==> src/rtl/write_back_regfile.sv <==
// Write-back register file: selects ALU/memory/PC data into regs[dr], tracks {N,Z,P}, commit pulse, error flag and count.
// Define WB_BYPASS_EN to make read ports return same-cycle write data (write-through).
module write_back_regfile #(
  parameter int DATA_W   = 16,
  parameter int NUM_REGS = 8,
  parameter int NUM_RD   = 2,
  localparam int ADDR_W  = $clog2(NUM_REGS)
) (
  input  logic                     clock,
  input  logic                     reset,
  input  logic                     enable_writeback,
  input  logic [1:0]               W_Control,
  input  logic [DATA_W-1:0]        aluout,
  input  logic [DATA_W-1:0]        memout,
  input  logic [DATA_W-1:0]        pcout,
  input  logic [ADDR_W-1:0]        dr,
  input  logic [NUM_RD*ADDR_W-1:0] sr,
  output logic [NUM_RD*DATA_W-1:0] rd_data,
  output logic [2:0]               psr,
  output logic                     wb_valid,
  output logic                     wb_err,
  output logic [15:0]              wr_count
);

  logic [DATA_W-1:0] regs_q [NUM_REGS];
  logic [2:0]        psr_q, psr_d;
  logic              wb_valid_q, wb_valid_d;
  logic              wb_err_q, wb_err_d;
  logic [15:0]       wr_count_q, wr_count_d;
  logic [DATA_W-1:0] wb_data;
  logic              commit;

  function automatic logic [2:0] nzp_of(input logic [DATA_W-1:0] v);
    if (v[DATA_W-1])    return 3'b100;
    else if (v == '0)   return 3'b010;
    else                return 3'b001;
  endfunction

  always_comb begin
    wb_data = aluout;
    case (W_Control)
      2'd1:    wb_data = memout;
      2'd2:    wb_data = pcout;
      default: wb_data = aluout;
    endcase
  end

  // A reserved select never commits; it only raises the sticky error.
  assign commit = enable_writeback && (W_Control != 2'd3);

  always_comb begin
    psr_d      = psr_q;
    wr_count_d = wr_count_q;
    wb_err_d   = wb_err_q;
    wb_valid_d = commit;
    if (commit) begin
      psr_d      = nzp_of(wb_data);
      wr_count_d = wr_count_q + 16'd1;
    end
    if (enable_writeback && (W_Control == 2'd3)) wb_err_d = 1'b1;
  end

  always_ff @(posedge clock or posedge reset) begin
    if (reset) begin
      for (int i = 0; i < NUM_REGS; i++) regs_q[i] <= '0;
      psr_q      <= 3'b010;
      wb_valid_q <= 1'b0;
      wb_err_q   <= 1'b0;
      wr_count_q <= 16'd0;
    end else begin
      if (commit) regs_q[dr] <= wb_data;
      psr_q      <= psr_d;
      wb_valid_q <= wb_valid_d;
      wb_err_q   <= wb_err_d;
      wr_count_q <= wr_count_d;
    end
  end

  for (genvar k = 0; k < NUM_RD; k++) begin : g_rd
    logic [ADDR_W-1:0] idx;
    assign idx = sr[k*ADDR_W +: ADDR_W];
`ifdef WB_BYPASS_EN
    assign rd_data[k*DATA_W +: DATA_W] = (commit && (idx == dr)) ? wb_data : regs_q[idx];
`else
    assign rd_data[k*DATA_W +: DATA_W] = regs_q[idx];
`endif
  end

  assign psr      = psr_q;
  assign wb_valid = wb_valid_q;
  assign wb_err   = wb_err_q;
  assign wr_count = wr_count_q;

endmodule
==> config.mk <==
export PLATFORM = sky130hd
export DESIGN_NAME = write_back_regfile
export DESIGN_NICKNAME = d
export VERILOG_FILES = /design/src/rtl/write_back_regfile.sv
export SDC_FILE = /design/constraint.sdc
export NUM_CORES = 1
export LEC_CHECK = 0
export ABC_AREA = 1
export CORE_MARGIN = 5
export CORE_UTILIZATION = 56
export DETAILED_ROUTE_END_ITERATION = 8
export PLACE_DENSITY = 0.89
export SLEW_MARGIN = 40
export SYNTH_ARGS = -nofsm -noshare
export SYNTH_HDL_FRONTEND = slang
export SYNTH_SLANG_ARGS = --single-unit
==> constraint.sdc <==
create_clock -name clock -period 5.5 [get_ports clock]
set_input_delay 0.55 -clock clock [delete_from_list [all_inputs] [get_ports clock]]
set_output_delay 0.55 -clock clock [all_outputs]
set_load 0.01 [all_outputs]
==> results.ini, run 1 <==
[power]
p_leak_nw=4.43
ir_drop_mv=0.279
swShare=0.312
power_frac_seq=0.415
pwr-share-comb=0.241
power_switching_w=0.00113
clkPwrFrac=0.344
power_w=0.00361
p_per_area_nw_per_um2=362
p_int_w=0.00249

[yosys]
synth_area_um2=8260
yosysTopAreaCell=dfrtp_1
synth.top_cell.area_share=0.448
syn_area_per_cell_um2=7.46
syn_nets=1174
synth_ff_type=dfrtp_1
ys_top_cells_by_count=nand2_1, o21ai_0, dfrtp_1, nor2_1, inv_1
synth_cells=1108
ys_seq_elements=149
seq_area_frac_synth=0.451
ys_warn_count=0
async_flop_share=1.00
ys_types=29
synth_edf_count=0
yosys-top-cells-area=dfrtp_1, o21ai_0, nand2_1, a21oi_1, nor2_1
yosysMostFrequentCell=nand2_1

[die]
dieArea_um2=17300
pin_count=115
rows=44
chipWidth_um=131
core_area_um2=14500
die_y_um=131
initial_core_util=0.571

[worst_hold_path]
whs_path_depth=1
hold_class=reg2reg
min_from=wb_err
min_to=wb_err

[global_route]
grt_antenna_before_repair=0
grt_pass1_wl_um=37900
grt-ovfl-total=0
grt.total_usage=0.268
grt_max_degree=113
grt_pass1_vias=7521

[clocking]
cts_hold_buf=0
clock_tree.root_cell=clkbuf_16
clockBufferDepth=2
cts_htree_levels=4
clkLatencyLatePin_ns=0.44
clkTransAtPathRegs_ns=0.06
cts.sinks=149
cts_buffers=17
tritoncts=built
post_cts_buffers=0
cts_resized=0

[setup_path]
end_kind=primary output
r2r_slack_ns=3.98
worst-r2r-cell-count=7
crit_path_max_fanout=72
r2r-start=wr_count[1]
r2r_end=wr_count[14]
start_kind=input pin
crit_type=in2out
required_ns=4.95
arrival_ns=3.03

[placed_design]
gp_congestion=0.884
hpwl_um=14500
portBuffers=114

[cells_and_area]
multi_input_area_um2=3790
n_fill_cell=1127
area_delta_synth_final_pct=20.8
final_layout_size_suffix_gt1_frac=0.0641
layout.nets=1239
diodes=0
ff_latch_area_um2=3730

[route]
num_vias=8050
drt_first_iter_violations=1013
via_per_inst=5.88
dr.pass1.iters=6
drt_wl_total_um=23600
drtAntennaViolNets=0
drc=0
wire_per_inst_um=17.3

[sta]
final-hold-violation-count=0
setup_viol=0
worst_clock_skew_ns=0.00350
maxClockFrequency_ghz=0.279
relSlewSlack=0.456
min_period_ns=3.58
tns_ns=0
drv_slew=0
finalCritPeriodShare=0.651
tightest_slew_ns=0.815
grt_setup_unrepaired=false

[run]
maxCapViolCount=0

[run_status]
run_status=finished clean

[worst max path at each step]
stage	from	end	slack, ns	depth (start not counted)
after floorplan	reset	psr[0]	0.94	1
after global placement	sr[3]	rd_data[31]	1.92	7
after detailed placement	sr[0]	rd_data[0]	2.00	7
after CTS	sr[0]	rd_data[0]	1.99	7
after global routing	sr[0]	rd_data[12]	1.72	7
final	sr[0]	rd_data[14]	1.92	7
[layer usage]
metal	vias up	track usage	wire, µm
met3	57	0.0650	2130
met2	455	0.422	11400
met1	3744	0.362	9570
li1	3794	-	-
met5	-	0	0
met4	0	0.0994	571
[critical path: stages]
cell	delay, ns
buf_2	0.53
buf_4	0.66
o21ai_0	0.15
o21ai_0	0.20
nor2_1	0.06
a31oi_1	0.25
clkdlybuf4s50_1	0.60
[area by class of cell]
type	count	area share
multi-input combinational	790	0.380
sequential	149	0.374
timing repair buffer	123	0.123
clock buffer	19	0.0454
inverter	92	0.0364
tap	184	0.0231
clock inverter	13	0.0179
[per-stage QoR]
stage / std cells / utilization / instance area (µm²) / worst slack (ns) / hold slack [ns]
after floorplan: 1108 / - / 8260 / 0.944 / 0.464
after global placement: 1336 / 0.641 / 9280 / 1.92 / 0.442
after detailed placement: 1336 / 0.642 / 9290 / 2.00 / 0.459
after CTS: 1368 / 0.685 / 9920 / 1.99 / 0.472
after global routing: 1370 / 0.689 / 9980 / 1.72 / 0.489
final: 1370 / 0.689 / 9980 / 1.92 / 0.467
[power groups by stage]
stage / Combinational, W / Sequential (W) / Clock, W
2_1_floorplan: 0.000541 / 0.00148 / 0
3_3_place_gp: 0.000821 / 0.00150 / 0
3_5_place_dp: 0.000853 / 0.00151 / 0
4_1_cts: 0.000866 / 0.00149 / 0.00125
5_1_grt: 0.000976 / 0.00152 / 0.00131
6_report: 0.000871 / 0.00150 / 0.00124
[layout by cell type (no fill, tap or decap), drive strengths merged]
cell	count
a21oi	80
nand3	7
inv	92
bufinv	4
a21o	1
nand2	261
xnor2	8
dfrtp	148
nor2	113
ha	4
clkinv	5
o211ai	32
clkinvlp	4
clkdlybuf4s50	110
or2	1
clkbuf	20
nand4	4
dfstp	1
buf	12
a31oi	32
o21ai	240
xor2	7
[cell families (layout without fill, tap and decap cells)]
family / after synthesis / count (layout) / synth area share
AO/OA/AOI/OAI: 385 / 385 / 0.248
AND/OR/NAND/NOR: 386 / 386 / 0.189
adder cells (fa/ha/maj): 4 / 4 / 0.00606
buffers and inverters: 169 / 247 / 0.0895
XOR/XNOR: 15 / 15 / 0.0159
flip-flops: 149 / 149 / 0.451
[state kept, by name, indices dropped and copies added (netlist names)]
| register | count |
|---|---|
| regs_q | 128 |
| wb_err | 1 |
| wr_count | 16 |
| psr | 3 |
| wb_valid | 1 |
No activity file was read; power rests on OpenSTA's default activity.
==> run 2, diff against run 1 <==
--- a/config.mk
+++ b/config.mk
@@ -7,9 +7,9 @@
 export LEC_CHECK = 0
 export ABC_AREA = 1
 export CORE_MARGIN = 5
-export CORE_UTILIZATION = 56
+export CORE_UTILIZATION = 50
 export DETAILED_ROUTE_END_ITERATION = 8
-export PLACE_DENSITY = 0.89
+export PLACE_DENSITY = 0.85
 export SLEW_MARGIN = 40
 export SYNTH_ARGS = -nofsm -noshare
 export SYNTH_HDL_FRONTEND = slang
==> constraint.sdc (replaced) <==
create_clock -name clock -period 3.13 [get_ports clock]
set_input_delay 0.313 -clock clock [delete_from_list [all_inputs] [get_ports clock]]
set_output_delay 0.313 -clock clock [all_outputs]
set_load 0.01 [all_outputs]
==> results.ini, run 2 (synthesis gave the netlist of run 1 again) <==
[run_status]
run_status=finished clean

[placed_design]
portBuffers=114  ; unchanged
gp_congestion=0.862  ; -2.6%
hpwl_um=15300  ; +5.2%
placed_area_um2=9530  ; +2.5%

[global_route]
grt-ovfl-total=0  ; unchanged
grt_max_degree=150  ; +33%
grt_pass1_vias=7451  ; -0.93%
grt.total_usage=0.243  ; -0.0245
grt_pass1_wl_um=38200  ; +0.87%
grt_antenna_before_repair=0  ; unchanged

[setup_path]
max_stage_delay_ns=0.59  ; -0.07 ns
arrival_ns=2.34  ; -0.69 ns
crit_type=in2out
startpoint=sr[3]
r2r-start=wr_count[0]
required_ns=2.82  ; -2.13 ns
cp_cell_sequence=buf_2, buf_12, o21ai_0, o21ai_0, nor2_1, a31oi_1, clkdlybuf4s50_1
end_kind=primary output
start_kind=input pin
crit_path_max_fanout=40  ; -44%
cpMaxStageDelayCell=clkdlybuf4s50_1
cpMostUsedCell=o21ai_0

[cells_and_area]
mostFrequentLayoutCell=nand2_1
design_area_um2=10100  ; +1.4%
layout_common_cells=nand2_1, o21ai_0, dfrtp_1, clkdlybuf4s50_1, nor2_1
layout.nets=1258  ; +1.5%
area_delta_synth_final_pct=22.5
n_fill_cell=1366  ; +21%
largest_reg_flops=128  ; unchanged
ff_latch_area_um2=3730  ; unchanged
multi_input_area_um2=3790  ; unchanged
top_register=regs_q
final_layout_size_suffix_gt1_frac=0.0763  ; +0.0123
diodes=0  ; unchanged

[clocking]
clkTransAtPathRegs_ns=0.07  ; about the same
cts.sinks=149  ; unchanged
clock_tree.root_cell=clkbuf_16
post_cts_buffers=0  ; unchanged
clockBufferDepth=2  ; unchanged
cts_buffers=17  ; unchanged
cts_resized=0  ; unchanged
tritoncts=built
clkLatencyLatePin_ns=0.43  ; about the same
cts_htree_levels=4  ; unchanged
cts_hold_buf=0  ; unchanged

[worst_hold_path]
hold_class=in2async

[route]
drt_wl_total_um=23400  ; -1.1%
drtAntennaViolNets=0  ; unchanged
via_per_inst=5.62  ; -4.4%
num_vias=8006  ; -0.55%
drc=0  ; unchanged
drt_first_iter_violations=1108  ; +9.4%
dr.pass1.iters=7  ; +1
wire_per_inst_um=16.4  ; -4.9%

[sta]
drv_slew=0  ; unchanged
relSlewSlack=0.446  ; -0.00988
final-hold-violation-count=0  ; unchanged
worst_clock_skew_ns=0.00521  ; +0.00171 ns
setup_viol=0  ; unchanged
tns_ns=0  ; unchanged
grt_setup_unrepaired=false
min_period_ns=2.66
hold-worst-slack_ns=0.333  ; -0.134 ns
maxClockFrequency_ghz=0.377
finalCritPeriodShare=0.849
tightest_slew_ns=0.829  ; +0.0148 ns

[power]
ir_drop_mv=0.473  ; +70%
p_per_area_nw_per_um2=610  ; +68%
p_leak_nw=4.50  ; +1.5%

[die]
chipWidth_um=139  ; +5.4%
initial_core_util=0.504  ; -0.0671
die_y_um=139  ; +5.4%
dieArea_um2=19200  ; +11%
core_area_um2=16400  ; +13%
pin_count=115  ; unchanged
rows=47  ; +6.8%

[run]
maxCapViolCount=0  ; unchanged

-- run 2: final cells by class --
| cell class | count | area share |
|---|---|---|
| sequential | 149 | 0.369 |
| multi-input combinational | 790 | 0.375 |
| tap | 220 | 0.0272 |
| clock buffer | 19 | 0.0448 |
| timing repair buffer | 142 | 0.139 |
| clock inverter | 13 | 0.0109 |
| inverter | 92 | 0.0350 |
-- run 2: metal layers --
metal	global-route usage	wire length (µm)
met5	0	0
met4	0.0915	690
met3	0.0469	1940
met2	0.382	10800
met1	0.337	9990
-- run 2: critical path, delay by kind of cell --
family | cells | cell delay (ns)
compound gates | 3 | 0.54
buf+inv | 3 | 1.40
simple gates | 1 | 0.07
-- run 2: worst paths after layout --
kind | end | slack, ns | cells after the start
min in group clock | wb_err | 0.46 | 1
max | rd_data[18] | 0.47 | 7
max reg2reg | wr_count[14] | 1.64 | 7
max in group asynchronous | regs_q[101] | 2.08 | 4
min | regs_q[81] | 0.33 | 3
min reg2reg | wb_err | 0.46 | 1
-- run 2: report_power, final --
part           internal [W]  total [W]  switching [W]
clock               0.00108    0.00197       0.000889
sequential          0.00235    0.00263       0.000279
combinational      0.000666    0.00157       0.000903
-- run 2: through the flow --
stage / power, W / util / setup slack, ns / std cells
global placement: 0.00413 / 0.581 / 0.523 / 1392
finish: 0.00617 / 0.617 / 0.474 / 1425
detailed placement: 0.00418 / 0.581 / 0.489 / 1392
CTS: 0.00616 / 0.615 / 0.485 / 1424
global route: 0.00652 / 0.617 / 0.288 / 1425
floorplan: 0.00355 / - / 0.943 / 1108
==> run 3, diff against run 2 <==
==> constraint.sdc (replaced) <==
create_clock -name clock -period 2.4 [get_ports clock]
set_input_delay 0.24 -clock clock [delete_from_list [all_inputs] [get_ports clock]]
set_output_delay 0.24 -clock clock [all_outputs]
set_load 0.01 [all_outputs]
==> results.ini, run 3 (synthesis gave the netlist of run 1 again) <==
[run_status]
run_status=finished clean

[placed_design]
hpwl_um=15700  ; +2.5%
portBuffers=114  ; unchanged
placed_area_um2=9800  ; +2.8%
gp_congestion=0.918  ; +6.6%
place_inst=1408  ; +1.1%

[setup_path]
required_ns=2.16  ; -0.66 ns
arrival_ns=2.07  ; -0.27 ns
cpMostUsedCell=o21ai_0
end_kind=primary output
cp_cell_sequence=inv_1, a21oi_1, o21ai_0, o21ai_0, nor2_1, a31oi_1, clkdlybuf4s50_1
max_stage_delay_ns=0.59  ; about the same
crit_path_max_fanout=3  ; -93%
crit_type=reg2out
start_kind=flip-flop
cpMaxStageDelayCell=clkdlybuf4s50_1
worst-r2r-cell-count=7  ; unchanged

[clocking]
clkLatencyLatePin_ns=0.43  ; about the same
cts_htree_levels=4  ; unchanged
clkTransAtPathRegs_ns=0.07  ; about the same
cts_hold_buf=0  ; unchanged
cts_resized=0  ; unchanged
post_cts_buffers=0  ; unchanged
clockBufferDepth=2  ; unchanged
cts.sinks=149  ; unchanged
clock_tree.root_cell=clkbuf_16
cts_buffers=17  ; unchanged
tritoncts=built

[route]
dr.pass1.iters=5  ; -2
drt_wl_total_um=23400  ; +0.14%
drtAntennaViolNets=0  ; unchanged
top_layer=met4
wire_per_inst_um=16.3  ; -0.91%
via_per_inst=5.58  ; -0.72%
routed-wl-met3_um=1850  ; -4.7%
wl_met1_um=9870  ; -1.2%
wl_met2_um=11000  ; +1.7%
drt_first_iter_violations=922  ; -17%
drc=0  ; unchanged
num_vias=8032  ; +0.32%

[die]
initial_core_util=0.504  ; unchanged
dieArea_um2=19200  ; unchanged
chipWidth_um=139  ; unchanged
die_y_um=139  ; unchanged
pin_count=115  ; unchanged
rows=47  ; unchanged
core_area_um2=16400  ; unchanged

[power]
clkPwrFrac=0.316  ; -0.004
power_frac_seq=0.425  ; about the same
p_leak_nw=4.65  ; +3.4%
ir_drop_mv=0.579  ; +23%
swShare=0.332  ; -0.00388
p_per_area_nw_per_um2=776  ; +27%
p_int_w=0.00538  ; +31%
pwr-share-comb=0.259  ; +0.005
power_switching_w=0.00267  ; +29%

[cells_and_area]
diodes=0  ; unchanged
layout_common_cells=nand2_1, o21ai_0, dfrtp_1, clkdlybuf4s50_1, nor2_1
final_cells=1440  ; +1.1%
area_delta_synth_final_pct=25.7
final_layout_size_suffix_gt1_frac=0.0877  ; +0.0114
largest_reg_flops=128  ; unchanged
layout.nets=1273  ; +1.2%
mostFrequentLayoutCell=nand2_1
top_register=regs_q
design_area_um2=10400  ; +2.6%

[run]
maxCapViolCount=0  ; unchanged

[global_route]
grt.total_usage=0.245  ; +0.00184
grt_max_degree=80  ; -47%
grt_antenna_before_repair=0  ; unchanged
grt_pass1_wl_um=38500  ; +0.85%
grt_pass1_vias=7760  ; +4.1%
grt-ovfl-total=0  ; unchanged

[sta]
relSlewSlack=0.650  ; +0.205
drv_slew=0  ; unchanged
maxClockFrequency_ghz=0.433
grt_setup_unrepaired=false
tightest_slew_ns=0.525  ; -0.305 ns
finalCritPeriodShare=0.962
worst_clock_skew_ns=0.00169  ; -0.00352 ns
setup_viol=0  ; unchanged
tns_ns=0  ; unchanged
hold-worst-slack_ns=0.271  ; -0.0624 ns
min_period_ns=2.31
final-hold-violation-count=0  ; unchanged

[worst_hold_path]
hold_class=in2async

## run 3: changes by cell type in the layout (fill, tap and decap cells not counted), moves of 2 or more
cell,before,now
dlymetal6s2s_1,0,3
clkinv_4,0,4
clkdlybuf4s50_1,110,107
inv_6,9,3
clkbuf_4,0,2
inv_8,1,3
buf_12,4,16
buf_4,24,27
## run 3: layout make-up
| type | instances | area, µm² |
|---|---|---|
| Inverter | 92 | 354 |
| Timing Repair Buffer | 157 | 1660 |
| Multi-Input combinational cell | 790 | 3800 |
| Tap cell | 220 | 275 |
| Sequential cell | 149 | 3730 |
| Clock inverter | 13 | 115 |
| Fill cell | 1376 | 6020 |
| Clock buffer | 19 | 453 |
## run 3: worst max-delay path, delay by kind of cell (launching register included)
family	cells	cell delay [ns]
buffers and inverters	2	0.66
AOI/OAI and AO/OA	4	0.59
DFF	1	0.32
and+or+nand+nor	1	0.07
## run 3: routing by layer
layer | up-vias | global-route usage
li1 | 3870 | -
met1 | 3722 | 0.329
met2 | 389 | 0.386
met3 | 51 | 0.0472
met4 | 0 | 0.115
met5 | - | 0
## run 3: final timing paths
check                       startpoint      endpoint  slack, ns
max                         regs_q[42]   rd_data[26]       0.09
min reg2reg                     wb_err        wb_err       0.46
min                              reset    regs_q[81]       0.27
max in group asynchronous        reset        psr[1]       1.72
min in group clock              wb_err        wb_err       0.46
max reg2reg                wr_count[0]  wr_count[14]       0.88
## run 3: power groups by stage
stage                     combinational, W  sequential, W  clock [W]
after floorplan                    0.00124        0.00339          0
after global placement             0.00198        0.00343          0
after detailed placement           0.00205        0.00345          0
after CTS                          0.00208        0.00342    0.00256
after global routing               0.00233        0.00349    0.00270
final                              0.00208        0.00343    0.00255
## run 3: through the flow
step | total power (W) | util | worst slack [ns]
after floorplan | 0.00463 | - | 0.286
after CTS | 0.00806 | 0.632 | 0.0673
after detailed placement | 0.00551 | 0.597 | 0.102
after global routing | 0.00852 | 0.633 | 0.00399
after global placement | 0.00541 | 0.597 | 0.165
final | 0.00805 | 0.633 | 0.0905
